--- src/rtl/alu_serial_seq.sv ---
// alu_serial_seq: bit-serial ALU sequencer, one bit per clock LSB first, with valid/ready on both sides
module alu_serial_seq #(
  parameter int WIDTH = 32
) (
  input  logic             clk,
  input  logic             reset,
  input  logic             in_valid,
  output logic             in_ready,
  input  logic [WIDTH-1:0] a,
  input  logic [WIDTH-1:0] b,
  input  logic [2:0]       op,
  input  logic             bnegate,
  output logic             out_valid,
  input  logic             out_ready,
  output logic [WIDTH-1:0] result,
  output logic             cout,
  output logic             overflow,
  output logic             zero,
  output logic             busy
);
  localparam int CW = $clog2(WIDTH);
  typedef enum logic [1:0] {IDLE, RUN, DONE} state_t;
  state_t           state_q, state_d;
  logic [WIDTH-1:0] a_q, a_d, b_q, b_d, result_q, result_d, full;
  logic [WIDTH-2:0] sh_q, sh_d;
  logic [2:0]       op_q, op_d;
  logic [CW-1:0]    cnt_q, cnt_d;
  logic             bneg_q, bneg_d, c_q, c_d, cout_q, cout_d, ovf_q, ovf_d, zero_q, zero_d;
  logic             ai, bi, sum, co, rbit, arith, last;
  // State and datapath registers; reset discards any in-flight request
  always_ff @(posedge clk or posedge reset) begin
    if (reset) begin
      state_q  <= IDLE;
      a_q      <= '0;
      b_q      <= '0;
      sh_q     <= '0;
      op_q     <= '0;
      bneg_q   <= 1'b0;
      c_q      <= 1'b0;
      cnt_q    <= '0;
      result_q <= '0;
      cout_q   <= 1'b0;
      ovf_q    <= 1'b0;
      zero_q   <= 1'b0;
    end else begin
      state_q  <= state_d;
      a_q      <= a_d;
      b_q      <= b_d;
      sh_q     <= sh_d;
      op_q     <= op_d;
      bneg_q   <= bneg_d;
      c_q      <= c_d;
      cnt_q    <= cnt_d;
      result_q <= result_d;
      cout_q   <= cout_d;
      ovf_q    <= ovf_d;
      zero_q   <= zero_d;
    end
  end
  // 1-bit ALU slice, next-state sequencing and state-decoded handshake outputs
  always_comb begin
    state_d  = state_q;
    a_d      = a_q;
    b_d      = b_q;
    sh_d     = sh_q;
    op_d     = op_q;
    bneg_d   = bneg_q;
    c_d      = c_q;
    cnt_d    = cnt_q;
    result_d = result_q;
    cout_d   = cout_q;
    ovf_d    = ovf_q;
    zero_d   = zero_q;
    ai       = a_q[0];
    bi       = b_q[0] ^ bneg_q;
    sum      = ai ^ bi ^ c_q;
    co       = (ai & bi) | (c_q & (ai ^ bi));
    arith    = op_q[2:1] == 2'b10;
    rbit     = op_q == 3'b000 ? ai & bi :
               op_q == 3'b010 ? ai | bi :
               op_q == 3'b011 ? ai ^ bi :
               arith          ? sum     : ai;
    full     = {rbit, sh_q};
    last     = cnt_q == CW'(WIDTH - 1);
    in_ready  = state_q == IDLE;
    out_valid = state_q == DONE;
    busy      = state_q != IDLE;
    if (state_q == IDLE && in_valid) begin
      state_d = RUN;
      a_d     = a;
      b_d     = b;
      op_d    = op;
      bneg_d  = bnegate;
      c_d     = bnegate;
      cnt_d   = '0;
    end else if (state_q == RUN) begin
      a_d   = a_q >> 1;
      b_d   = b_q >> 1;
      sh_d  = full[WIDTH-1:1];
      c_d   = co;
      cnt_d = cnt_q + CW'(1);
      if (last) begin
        state_d  = DONE;
        result_d = full;
        cout_d   = arith & co;
        ovf_d    = arith & (c_q ^ co);
        zero_d   = ~|full;
      end
    end else if (state_q == DONE && out_ready) begin
      state_d = IDLE;
    end
  end
  assign result   = result_q;
  assign cout     = cout_q;
  assign overflow = ovf_q;
  assign zero     = zero_q;
endmodule

--- config.mk ---
export PLATFORM = sky130hd
export DESIGN_NAME = alu_serial_seq
export DESIGN_NICKNAME = d
export VERILOG_FILES = /design/src/rtl/alu_serial_seq.sv
export SDC_FILE = /design/constraint.sdc
export NUM_CORES = 1
export LEC_CHECK = 0
export BUFFER_PORTS_ARGS = -buffer_cell sky130_fd_sc_hd__buf_2
export CORE_UTILIZATION = 50
export DETAILED_ROUTE_END_ITERATION = 8
export GPL_ROUTABILITY_DRIVEN = 0
export HOLD_SLACK_MARGIN = 0.15
export PLACE_DENSITY = 0.87
export SLEW_MARGIN = 30
export SYNTH_ARGS = -nofsm -noshare
export SYNTH_HDL_FRONTEND = slang
export SYNTH_SLANG_ARGS = --single-unit
--- constraint.sdc ---
create_clock -name clk -period 3.7 [get_ports clk]
set_input_delay 0.185 -clock clk [delete_from_list [all_inputs] [get_ports clk]]
set_output_delay 0.185 -clock clk [all_outputs]
set_load 0.02 [all_outputs]
# After elaboration in Yosys (flattened, before gate mapping)
# Index checks and enable logic that the tools add are counted.
dict set report totals {
  out_inout_bits 38
  regBits 142
  wordCells 59
}
dict set report op_classes {
  eq_ne 7
  bitwise_logic 11
  n_reduce_logical 12
  addsub 1
  mux 16
}
# cell n
set ops {}
lappend ops {{32-bit two-way mux} 4}
lappend ops {{32-bit OR reduction} 1}
lappend ops {{5-bit two-way mux} 2}
lappend ops {{2-bit two-way mux} 4}
lappend ops {{3-bit by 2-bit == test with 1-bit output (second input constant)} 2}
lappend ops {{1-bit two-way mux} 6}
lappend ops {{5-bit by 1-bit adder with 5-bit output (second input constant)} 1}
lappend ops {{5-bit == test (second input constant)} 1}
lappend ops {{1-bit bitwise AND} 4}
lappend ops {{2-bit == test (second input constant)} 2}
lappend ops {{2-bit AND reduction} 2}
lappend ops {{2-bit nonzero test} 2}
lappend ops {{1-bit XOR} 4}
lappend ops {{3-bit logical NOT} 1}
lappend ops {{3-bit != test (second input constant)} 1}
lappend ops {{3-bit AND reduction} 1}
lappend ops {{3-bit nonzero test} 1}
lappend ops {{2-bit by 1-bit == test with 1-bit output (second input constant)} 1}
lappend ops {{1-bit logical AND} 2}
lappend ops {{2-bit logical NOT} 1}
lappend ops {{1-bit bitwise OR} 2}
lappend ops {{1-bit logical NOT} 1}
lappend ops {{1-bit inverter} 1}

# Depth between registers and ports, before layout
# Gate-level depths: netlist of run 1.
dict set report depth {
  word_depth 9
  mapped_depth 8
  depth_no_buf 7
}

# Worst setup path after synthesis of run 1
# No wires, ideal clock.
dict set report synth_timing {
  path_type {register to register}
  from {register b_q[0]}
  to {register zero_q (netlist: zero)}
  stages_incl_launch_ff 6
  setup_ps 66
  setup_slack_ps 1836
  required_ps 3634
  arrival_ps 1798
  path_cell_list {dfrtp_1 -> xor2_1 -> fa_1 -> mux2_2 -> a211oi_1 -> a41o_1}
}
dict set report synth_via {
  elab_chain_cells 9
  elab_cells_between_ends 11
}
# item line
set synth_lines {}
lappend synth_lines {{start, declared} 24} ;# logic [WIDTH-1:0] a_q, a_d, b_q, b_d, result_q, result_d, full;
lappend synth_lines {{start signal, assigned} 35} ;# b_q <= '0;
lappend synth_lines {{start signal, assigned} 48} ;# b_q <= b_d;
lappend synth_lines {{1-bit XOR (*)} 75} ;# bi = b_q[0] ^ bneg_q;
lappend synth_lines {{1-bit XOR} {76, 81}}
lappend synth_lines {{1-bit XOR} 76} ;# sum = ai ^ bi ^ c_q;
lappend synth_lines {{1-bit two-way mux} 82} ;# arith ? sum : ai;
lappend synth_lines {{1-bit two-way mux} 81} ;# op_q == 3'b011 ? ai ^ bi :
lappend synth_lines {{1-bit two-way mux} 80} ;# op_q == 3'b010 ? ai | bi :
lappend synth_lines {{1-bit two-way mux (*)} 79} ;# rbit = op_q == 3'b000 ? ai & bi :
lappend synth_lines {{32-bit OR reduction (*)} 107} ;# zero_d = ~|full;
lappend synth_lines {{1-bit logical NOT (*)} 107}
lappend synth_lines {{end signal, assigned} 57} ;# zero_q <= zero_d;
lappend synth_lines {{end, declared} 28} ;# logic bneg_q, bneg_d, c_q, c_d, cout_q, cout_d, ovf_q, ovf_d, zero_q, zero_d;
# Mark *: on every way between the ends. The rest lies on a longest branch, timed or not.
# A chain may end at the register's enable or synchronous reset.

# Worst setup path after layout of run 1
dict set report layout_timing {
  from {register cnt_q[0]}
  to {register result_q[15] (netlist: result[15])}
}
dict set report layout_via {
  elab_chain_cells 2
}
# item line
set layout_lines {}
lappend layout_lines {{start, declared} 27} ;# logic [CW-1:0] cnt_q, cnt_d;
lappend layout_lines {{start signal, assigned} 53} ;# cnt_q <= cnt_d;
lappend layout_lines {{5-bit == test} 84} ;# last = cnt_q == CW'(WIDTH - 1);
lappend layout_lines {{3-bit AND reduction (no line)} n/a}
lappend layout_lines {{end signal, assigned} 54} ;# result_q <= result_d;
lappend layout_lines {{end, declared} 24}
# No other way between the ends.

==> flow_summary.json, run 1 <==
{
  "status": "complete, no violations",
  "die_w_um": 110,
  "cp-start-kind": "flip-flop",
  "cap_violations": 0,
  "cts_max_path_buffers": 2,
  "vias": 4813,
  "end_kind": "flip-flop",
  "firstDrtPassIters": 5,
  "grt_max_degree": 99,
  "groute.usage.overall": 0.252,
  "tritoncts": "done",
  "ys_ff_latch": 142,
  "ios": 110,
  "fin_crit_sh": 0.628,
  "crit_chain": "ha_1, and3_1, ha_1, nand2_1, buf_4, mux2_2",
  "powerDensity_nw_per_um2": 684,
  "postCtsHoldBufs": 70,
  "ctsHtreeMaxLevel": 4,
  "holdWs_ns": 0.240,
  "synthCells": 562,
  "fin_nets": 813,
  "tightest_slew_ns": 0.852,
  "crit_slowest_cell": "nand2_1",
  "critPathRequiredTime_ns": 4.00,
  "layout_commonest_cell": "nand2_1",
  "cts_setup_buffers": 0,
  "syn_area_um2": 5840,
  "drc": 0,
  "worstPathMaxFanout": 18,
  "synth_cell_types": 35,
  "cp_common_cell": "ha_1",
  "root_buffer": "clkbuf_16",
  "via_per_inst": 5.40,
  "ys_seq_area_frac": 0.608,
  "reg2regPathDepth": 6,
  "setup_viol": 0,
  "io_buffers": 109,
  "hp-class": "in -> async",
  "grt_overflow_total": 0,
  "n_antenna_cell": 0,
  "start_util": 0.512,
  "clkLatencyLatePin_ns": 0.42,
  "drtIter0Drc": 287,
  "ir_drop_mv": 0.473,
  "setup_tns_ns": 0,
  "drv_slew": 0,
  "numCtsBuffers": 17,
  "hpwl_um": 8040,
  "cts_resized": 0,
  "worstPathArrival_ns": 2.63,
  "fp.dieH_um": 110,
  "grt_pass1_wl_um": 23100,
  "ant_nets": 0,
  "clkTransAtPathRegs_ns": 0.06,
  "wl_per_cell_um": 15.7,
  "period_needed_ns": 2.32,
  "die_area_um2": 12100,
  "slew_headroom": 0.431,
  "syn2layout_area_growth_pct": 34.5,
  "syn-num-nets": 639,
  "crit_type": "reg -> reg",
  "finalHoldViolations": 0,
  "antenna_found_initial": 0,
  "r2r-end": "result[15]",
  "yosys_warnings": 0,
  "multiInputGateArea_um2": 2130,
  "max_stage_delay_ns": 0.50,
  "fmax_mhz": 430,
  "syn_area_per_cell_um2": 10.4,
  "core_um2": 11400,
  "grt_pass1_vias": 4965,
  "cts_sinks": 142,
  "power.leakage_nw": 4.23,
  "seq_area_um2": 3550,
  "layout_common_cells": "230 x nand2_1, 142 x dfrtp_1, 109 x buf_2, 70 x dlygate4sd3_1, 62 x a22oi_1",
  "routed_wl_um": 14000,
  "layout-drive-gt1-share": 0.249,
  "rsz0062_at_grt": "false",
  "reg2reg_slack_ns": 1.38,
  "worstReg2RegStart": "cnt_q[0]",
  "fillers": 834,
  "skew_ns": 0.00515,
  "fp-row-count": 39
}
-- metrics by stage --
step	cells	setup WS, ns	power (mW)	util	instance area, um^2
5_1_grt	891	1.24	5.71	0.688	7860
3_3_place_gp	788	1.46	3.46	0.570	6510
2_1_floorplan	562	1.74	3.21	-	5850
6_report	891	1.38	5.38	0.688	7860
4_1_cts	891	1.35	5.36	0.688	7860
3_5_place_dp	790	1.37	3.59	0.574	6560
-- critical path, delay by kind of cell, from the launching register on --
family	cells	cell delay [ns]
flip-flops	1	0.40
buffers and inverters	1	0.32
multiplexers	1	0.36
AND/OR/NAND/NOR	2	0.69
adder cells (fa/ha/maj)	2	0.43
-- state kept, by name (all words and copies together) (netlist names) --
signal	cells
state_q	2
cnt_q	5
c_q	1
sh_q	31
a_q	32
bneg_q	1
overflow	1
zero	1
op_q	3
b_q	32
cout	1
result	32
-- synth_stat cells, drive strengths merged --
cell type | n | share of area
nor2 | 5 | 0.0036
ha | 4 | 0.0086
nor2b | 1 | 0.0011
o22ai | 1 | 0.0011
nand4 | 2 | 0.0021
nand3 | 1 | 0.00086
and3 | 1 | 0.0011
mux2 | 36 | 0.069
clkbuf | 15 | 0.0096
nor3b | 2 | 0.0034
or2 | 1 | 0.0011
dfrtp | 142 | 0.61
a221o | 1 | 0.0017
inv | 5 | 0.0032
and2 | 1 | 0.0011
buf | 18 | 0.017
nand3b | 2 | 0.0026
a41o | 1 | 0.0017
a21o | 1 | 0.0013
a211oi | 1 | 0.0013
nor3 | 2 | 0.0017
nand2b | 1 | 0.0011
a2111oi | 1 | 0.0015
nand2 | 230 | 0.15
mux2i | 1 | 0.0017
o21ai | 13 | 0.011
xor2 | 3 | 0.0045
nor4 | 7 | 0.0075
fa | 1 | 0.0034
a22oi | 62 | 0.080
-- power breakdown --
group          switching (mW)  internal [mW]
clock network           0.633           1.09
registers               0.331           1.99
logic                   0.826          0.511
total                    1.79           3.59
-- layer usage --
metal,part of all wire,wire length [um],vias up,track usage
met2,0.52,7300,192,0.434
met4,0.034,474,0,0.133
met5,0,0,-,0
met1,0.40,5550,2333,0.292
li1,-,-,2246,-
met3,0.051,711,42,0.0623
-- logic make-up (layout without fill, tap and decap cells) --
family                   count (synthesis)  after routing  synth area share
XOR/XNOR                                 3              3           0.00450
AND/OR/NAND/NOR                        256            256             0.175
buffers and inverters                   38            224            0.0302
multiplexers                            37             37            0.0711
flip-flops                             142            142             0.608
AO/OA/AOI/OAI                           81             81            0.0993
adder cells (fa/ha/maj)                  5              5            0.0120
-- area by class of cell --
class | count | area share
clock buffer | 20 | 0.0581
clock inverter | 11 | 0.0180
inverter | 5 | 0.00286
multi-input combinational | 382 | 0.271
sequential | 142 | 0.452
tap | 143 | 0.0228
timing repair buffer | 188 | 0.175
-- worst max path at each step --
stage                     startpoint         end  depth (start not counted)
after floorplan                reset      a_q[0]                          1
after global placement      cnt_q[0]  result[14]                          6
after detailed placement    cnt_q[0]  result[15]                          6
after CTS                   cnt_q[0]   result[7]                          6
after global routing        cnt_q[0]  result[23]                          6
final                       cnt_q[0]  result[15]                          6
Note: power is estimated with default switching activity, not from simulation.
==> run 2, diff against run 1 <==
- ABC_AREA: default -> 1
- CORE_UTILIZATION: 50 -> 55
- PLACE_DENSITY: 0.87 -> 0.9
- clock period: 3.7 -> 2.29 ns (I/O delays scaled with it)
==> run 2 against run 1 <==
Compared with the run above: power grew 7.8%; die area decreased by 6.4%; final area up 1.9%; worst hold slack better by 0.021 ns; critical endpoint is now result[1]; highest routed layer unchanged.
==> flow_summary.json, run 2 <==
{
  "p_clk_frac": 0.529,
  "holdWs_ns": 0.262,
  "fin_nets": 881,
  "end_kind": "flip-flop",
  "drc": 0,
  "start_util": 0.575,
  "syn_area_um2": 6010,
  "layout_common_cells": "161 x nand2_1, 142 x dfrtp_1, 109 x buf_2, 105 x inv_1, 72 x dlygate4sd3_1",
  "period_needed_ns": 1.96,
  "critPathRequiredTime_ns": 2.73,
  "wl_per_cell_um": 16.4,
  "worstPathMaxFanout": 49,
  "comb_power_share": 0.038,
  "synth_cell_types": 27,
  "yosys_warnings": 0,
  "power.leakage_nw": 3.92,
  "ctsHtreeMaxLevel": 4,
  "fp-row-count": 37,
  "drtIter0Drc": 360,
  "finalHoldViolations": 0,
  "syn_area_per_cell_um2": 9.53,
  "status": "complete, no violations",
  "syn-num-nets": 708,
  "synth_flop_cell": "dfrtp_1",
  "io_buffers": 109,
  "drv_slew": 0,
  "core_um2": 10500,
  "groute.usage.overall": 0.290,
  "n_antenna_cell": 0,
  "skew_ns": 0.0126,
  "synthCells": 631,
  "cts_max_path_buffers": 2,
  "synth_common_cells": "161 x nand2_1, 142 x dfrtp_1, 106 x inv_1",
  "async_flop_share": 1.00,
  "layout_commonest_cell": "nand2_1",
  "firstDrtPassIters": 7,
  "synth_area_leaders": "dfrtp_1 59%, nand2_1 10%, o221ai_1 8.4%",
  "fin_crit_sh": 0.856,
  "cts_sinks": 142,
  "setup_tns_ns": 0,
  "numCtsBuffers": 17,
  "grt_max_degree": 72,
  "grt_pass1_vias": 5471,
  "switching_share": 0.200,
  "cts_setup_buffers": 0,
  "clkTransAtPathRegs_ns": 0.07,
  "ios": 110,
  "ys_ff_latch": 142,
  "grt_overflow_total": 0,
  "hpwl_um": 8360,
  "rsz0062_at_grt": "false",
  "yosysTopAreaCell": "dfrtp_1",
  "syn2layout_area_growth_pct": 33.2,
  "setup_viol": 0,
  "ys_seq_area_frac": 0.591,
  "tightest_slew_ns": 0.725,
  "clkLatencyLatePin_ns": 0.53,
  "total_power_mw": 5.80,
  "ir_drop_mv": 0.534,
  "hp-class": "in -> async",
  "die_w_um": 107,
  "routed_wl_um": 15600,
  "ant_nets": 0,
  "netlist.area_leader.share": 0.591,
  "synth.most_common_cell": "nand2_1",
  "seq_power_share": 0.433,
  "worstPathArrival_ns": 2.40,
  "slew_headroom": 0.516,
  "die_area_um2": 11400,
  "antenna_found_initial": 0,
  "vias": 5151,
  "powerDensity_nw_per_um2": 724,
  "p_sw_mw": 1.16,
  "cap_violations": 0,
  "p_int_mw": 4.64,
  "cp-start-kind": "flip-flop",
  "cts_resized": 0,
  "via_per_inst": 5.41,
  "root_buffer": "clkbuf_8",
  "crit_type": "reg -> reg",
  "fmax_mhz": 510,
  "tritoncts": "done",
  "layout-drive-gt1-share": 0.193,
  "grt_pass1_wl_um": 25500,
  "synth_edf_count": 0,
  "fp.dieH_um": 107
}
run 2: changes by cell type after synthesis, sizes merged, moves of 9 or more:
cell / change
inv: +104
nand2: -66
a22oi: -62
o221ai: +61
o21ai: +60
mux2: -36
nor2: +20
buf: +9
run 2: worst paths after layout:
check / slack (ns) / from / cells after the start / endpoint
min in group clk: 0.34 / a[22] / 4 / a_q[22]
max: 0.33 / cnt_q[0] / 10 / result[1]
min: 0.26 / reset / 3 / a_q[15]
min reg2reg: 0.49 / sh_q[30] / 2 / sh_q[30]
max reg2reg: 0.33 / cnt_q[0] / 10 / result[1]
max in group asynchronous: 1.29 / reset / 4 / sh_q[9]
run 2: cell type report:
| type | instances | area [um^2] |
|---|---|---|
| Sequential cell | 142 | 3550 |
| Fill cell | 658 | 2450 |
| Multi-Input combinational cell | 346 | 1840 |
| Timing Repair Buffer | 188 | 1380 |
| Clock buffer | 19 | 422 |
| Inverter | 109 | 413 |
| Clock inverter | 13 | 233 |
| Tap cell | 136 | 170 |
run 2: cell families after synthesis:
kind of cell               share of synthesized area
AOI/OAI and AO/OA                              0.162
adders and majority gates                     0.0117
and+or+nand+nor                                0.129
DFF                                            0.591
buffers and inverters                          0.104
xor gates and xnor gates                     0.00291
run 2: through the flow:
| step | utilization | setup slack (ns) | area [um^2] | std cells |
|---|---|---|---|---|
| after floorplan | - | 0.398 | 6020 | 631 |
| after global placement | 0.634 | 0.532 | 6630 | 849 |
| after detailed placement | 0.634 | 0.428 | 6630 | 849 |
| after CTS | 0.765 | 0.341 | 8010 | 953 |
| after global routing | 0.765 | 0.210 | 8010 | 953 |
| final | 0.765 | 0.330 | 8010 | 953 |
run 2: per-layer routing:
layer	vias up	global-route usage	routed length, um
li1	2400	-	-
met3	38	0.0681	792
met2	212	0.537	8430
met4	0	0.103	339
met5	-	0	0
met1	2501	0.325	6060
run 2: worst max-delay path, cell delays in order, from the launching register on:
cell	delay, ns
dfrtp_1	0.41
ha_1	0.23
nand2_1	0.09
nor2_1	0.05
ha_1	0.17
inv_1	0.13
nor2_4	0.07
inv_2	0.23
buf_12	0.27
nand2_1	0.09
o21ai_1	0.11
run 2: repair_timing:
item	CTS	global route
setup endpoints to repair	0	0
hold buffers	72	0
endpoints found under the hold margin	101	0
run 2: power groups by stage:
stage / clock, mW / sequential [mW] / combinational, mW
finish: 3.07 / 2.51 / 0.218
global route: 3.19 / 2.51 / 0.236
CTS: 3.09 / 2.51 / 0.210
detailed placement: 0 / 2.55 / 0.118
global placement: 0 / 2.55 / 0.116
floorplan: 0 / 2.56 / 0.0368
==> run 3, diff against run 2 <==
- GPL_TIMING_DRIVEN: default -> 0
- TNS_END_PERCENT: default -> 1
==> run 3 against run 2 <==
Compared with the run above: via count up 5.5%; final cell count up 3.7%; critical path depth down 3; highest routed layer unchanged.
==> flow_summary.json, run 3 (same netlist as run 2, synthesis figures left out) <==
{
  "status": "complete, no violations",
  "wl_per_cell_um": 16.9,
  "skew_ns": 0.0150,
  "min-delay-start": "b[15]",
  "cts_sinks": 142,
  "crit_slowest_cell": "dlygate4sd3_1",
  "ant_nets": 0,
  "utilization": 0.778,
  "via_per_inst": 5.50,
  "fin_nets": 915,
  "routed_wl_um": 16700,
  "layout_common_cells": "161 x nand2_1, 141 x dfrtp_1, 124 x buf_2, 105 x inv_1, 74 x dlygate4sd3_1",
  "fp-row-count": 37,
  "io_buffers": 109,
  "fp.dieH_um": 107,
  "ios": 110,
  "worstPathArrival_ns": 2.65,
  "hp-class": "in -> reg",
  "critPathRequiredTime_ns": 2.75,
  "firstDrtPassIters": 5,
  "holdWs_ns": 0.333,
  "switching_share": 0.228,
  "root_buffer": "clkbuf_8",
  "max_stage_delay_ns": 0.57,
  "reg2reg_slack_ns": 0.10,
  "grt_pass1_vias": 5629,
  "ir_drop_mv": 0.428,
  "clkLatencyLatePin_ns": 0.54,
  "grt_max_degree": 32,
  "layout_commonest_cell": "nand2_1",
  "end_kind": "flip-flop",
  "period_needed_ns": 2.19,
  "hold_end": "b_q[15]",
  "antenna_found_initial": 1,
  "core_um2": 10500,
  "p_int_mw": 4.10,
  "layout-drive-gt1-share": 0.213,
  "critical-path-top-delay-family": "buffers and inverters",
  "tritoncts": "done",
  "power.leakage_nw": 3.98,
  "cts_max_path_buffers": 2,
  "grt_overflow_total": 0,
  "setup_viol": 0,
  "cts_setup_buffers": 0,
  "worstPathMaxFanout": 8,
  "drv_slew": 0,
  "hpwl_um": 9370,
  "drc": 0,
  "drtIter0Drc": 321,
  "crit_type": "reg -> reg",
  "p_sw_mw": 1.21,
  "die_area_um2": 11400,
  "p_clk_frac": 0.482,
  "rsz0062_at_grt": "false",
  "reg2regPathDepth": 7,
  "powerDensity_nw_per_um2": 652,
  "whs_path_depth": 4,
  "r2r-end": "bneg_q",
  "tightest_slew_ns": 0.507,
  "cp-start-kind": "flip-flop",
  "clkTransAtPathRegs_ns": 0.07,
  "vias": 5432,
  "cp_num_buf_inv": 3,
  "fin_crit_sh": 0.955,
  "cap_violations": 0,
  "worstReg2RegStart": "state_q[0]",
  "ctsHtreeMaxLevel": 4,
  "crit_chain": "nor2_4, nand2_2, inv_4, nand2_1, dlygate4sd3_1, nand2_1, dlygate4sd3_1",
  "seq_power_share": 0.473,
  "grt_pass1_wl_um": 27000,
  "die_w_um": 107,
  "start_util": 0.575,
  "fmax_mhz": 457,
  "comb_power_share": 0.045,
  "syn2layout_area_growth_pct": 35.4,
  "finalHoldViolations": 0,
  "groute.usage.overall": 0.312,
  "slew_headroom": 0.662,
  "numCtsBuffers": 17
}
-- run 3: changes by cell type in the layout (fill, tap and decap cells not counted), moves of 5 or more --
| cell | before | now |
|---|---|---|
| buf_2 | 109 | 124 |
| buf_6 | 0 | 8 |
| bufinv_16 | 6 | 1 |
| clkbuf_1 | 2 | 10 |
| clkinvlp_4 | 2 | 7 |
-- run 3: tightest hold or removal path: stages --
cell and delay (ns):
dlygate4sd3_1 0.52, buf_2 0.09, nand2_1 0.04, o221ai_1 0.06
-- run 3: stage by stage --
stage / cells / TNS [ns] / setup slack, ns / power [mW] / instance area [um^2]
after floorplan: 631 / 0 / 0.398 / 2.59 / 6020
after global placement: 876 / -48.92 / -0.348 / 2.66 / 6730
after detailed placement: 881 / 0 / 0.439 / 2.69 / 6850
after CTS: 987 / 0 / 0.0318 / 5.28 / 8130
after global routing: 988 / 0 / 0.0171 / 5.45 / 8140
final: 988 / 0 / 0.102 / 5.31 / 8140
-- run 3: how the worst max path moves through the flow --
stage	startpoint	to	slack, ns	depth (start not counted)
6_report	state_q[0]	bneg_q	0.10	7
5_1_grt	state_q[0]	bneg_q	0.02	7
4_1_cts	state_q[0]	bneg_q	0.03	7
3_5_place_dp	cnt_q[0]	result[13]	0.44	9
3_3_place_gp	reset	b_q[9]	-0.35	2
2_1_floorplan	reset	a_q[0]	0.40	1
-- run 3: final cells by class --
type / instances / area [um^2]
Antenna cell: 1 / 2.50
Buffer: 34 / 214
Clock buffer: 20 / 425
Clock inverter: 12 / 115
Fill cell: 633 / 2320
Inverter: 109 / 415
Multi-Input combinational cell: 346 / 1840
Sequential cell: 142 / 3550
Tap cell: 136 / 170
Timing Repair Buffer: 188 / 1400
-- run 3: what timing repair did --
action,4_1_cts,5_1_grt
hold endpoints to repair,213,0
setup endpoints to repair,0,1
resized for setup,0,3
hold buffers,74,0
-- run 3: metal layers --
| layer | routed length (um) | global-route usage | vias up |
|---|---|---|---|
| li1 | - | - | 2481 |
| met1 | 6250 | 0.359 | 2617 |
| met2 | 8650 | 0.544 | 268 |
| met3 | 1040 | 0.0693 | 66 |
| met4 | 720 | 0.163 | 0 |
| met5 | 0 | 0 | - |
-- run 3: power groups by stage --
stage / Clock, mW / Combinational, mW / Sequential [mW]
after CTS: 2.54 / 0.229 / 2.51
after global routing: 2.69 / 0.257 / 2.51
after detailed placement: 0 / 0.136 / 2.55
after global placement: 0 / 0.109 / 2.56
final: 2.56 / 0.240 / 2.51
after floorplan: 0 / 0.0368 / 2.56
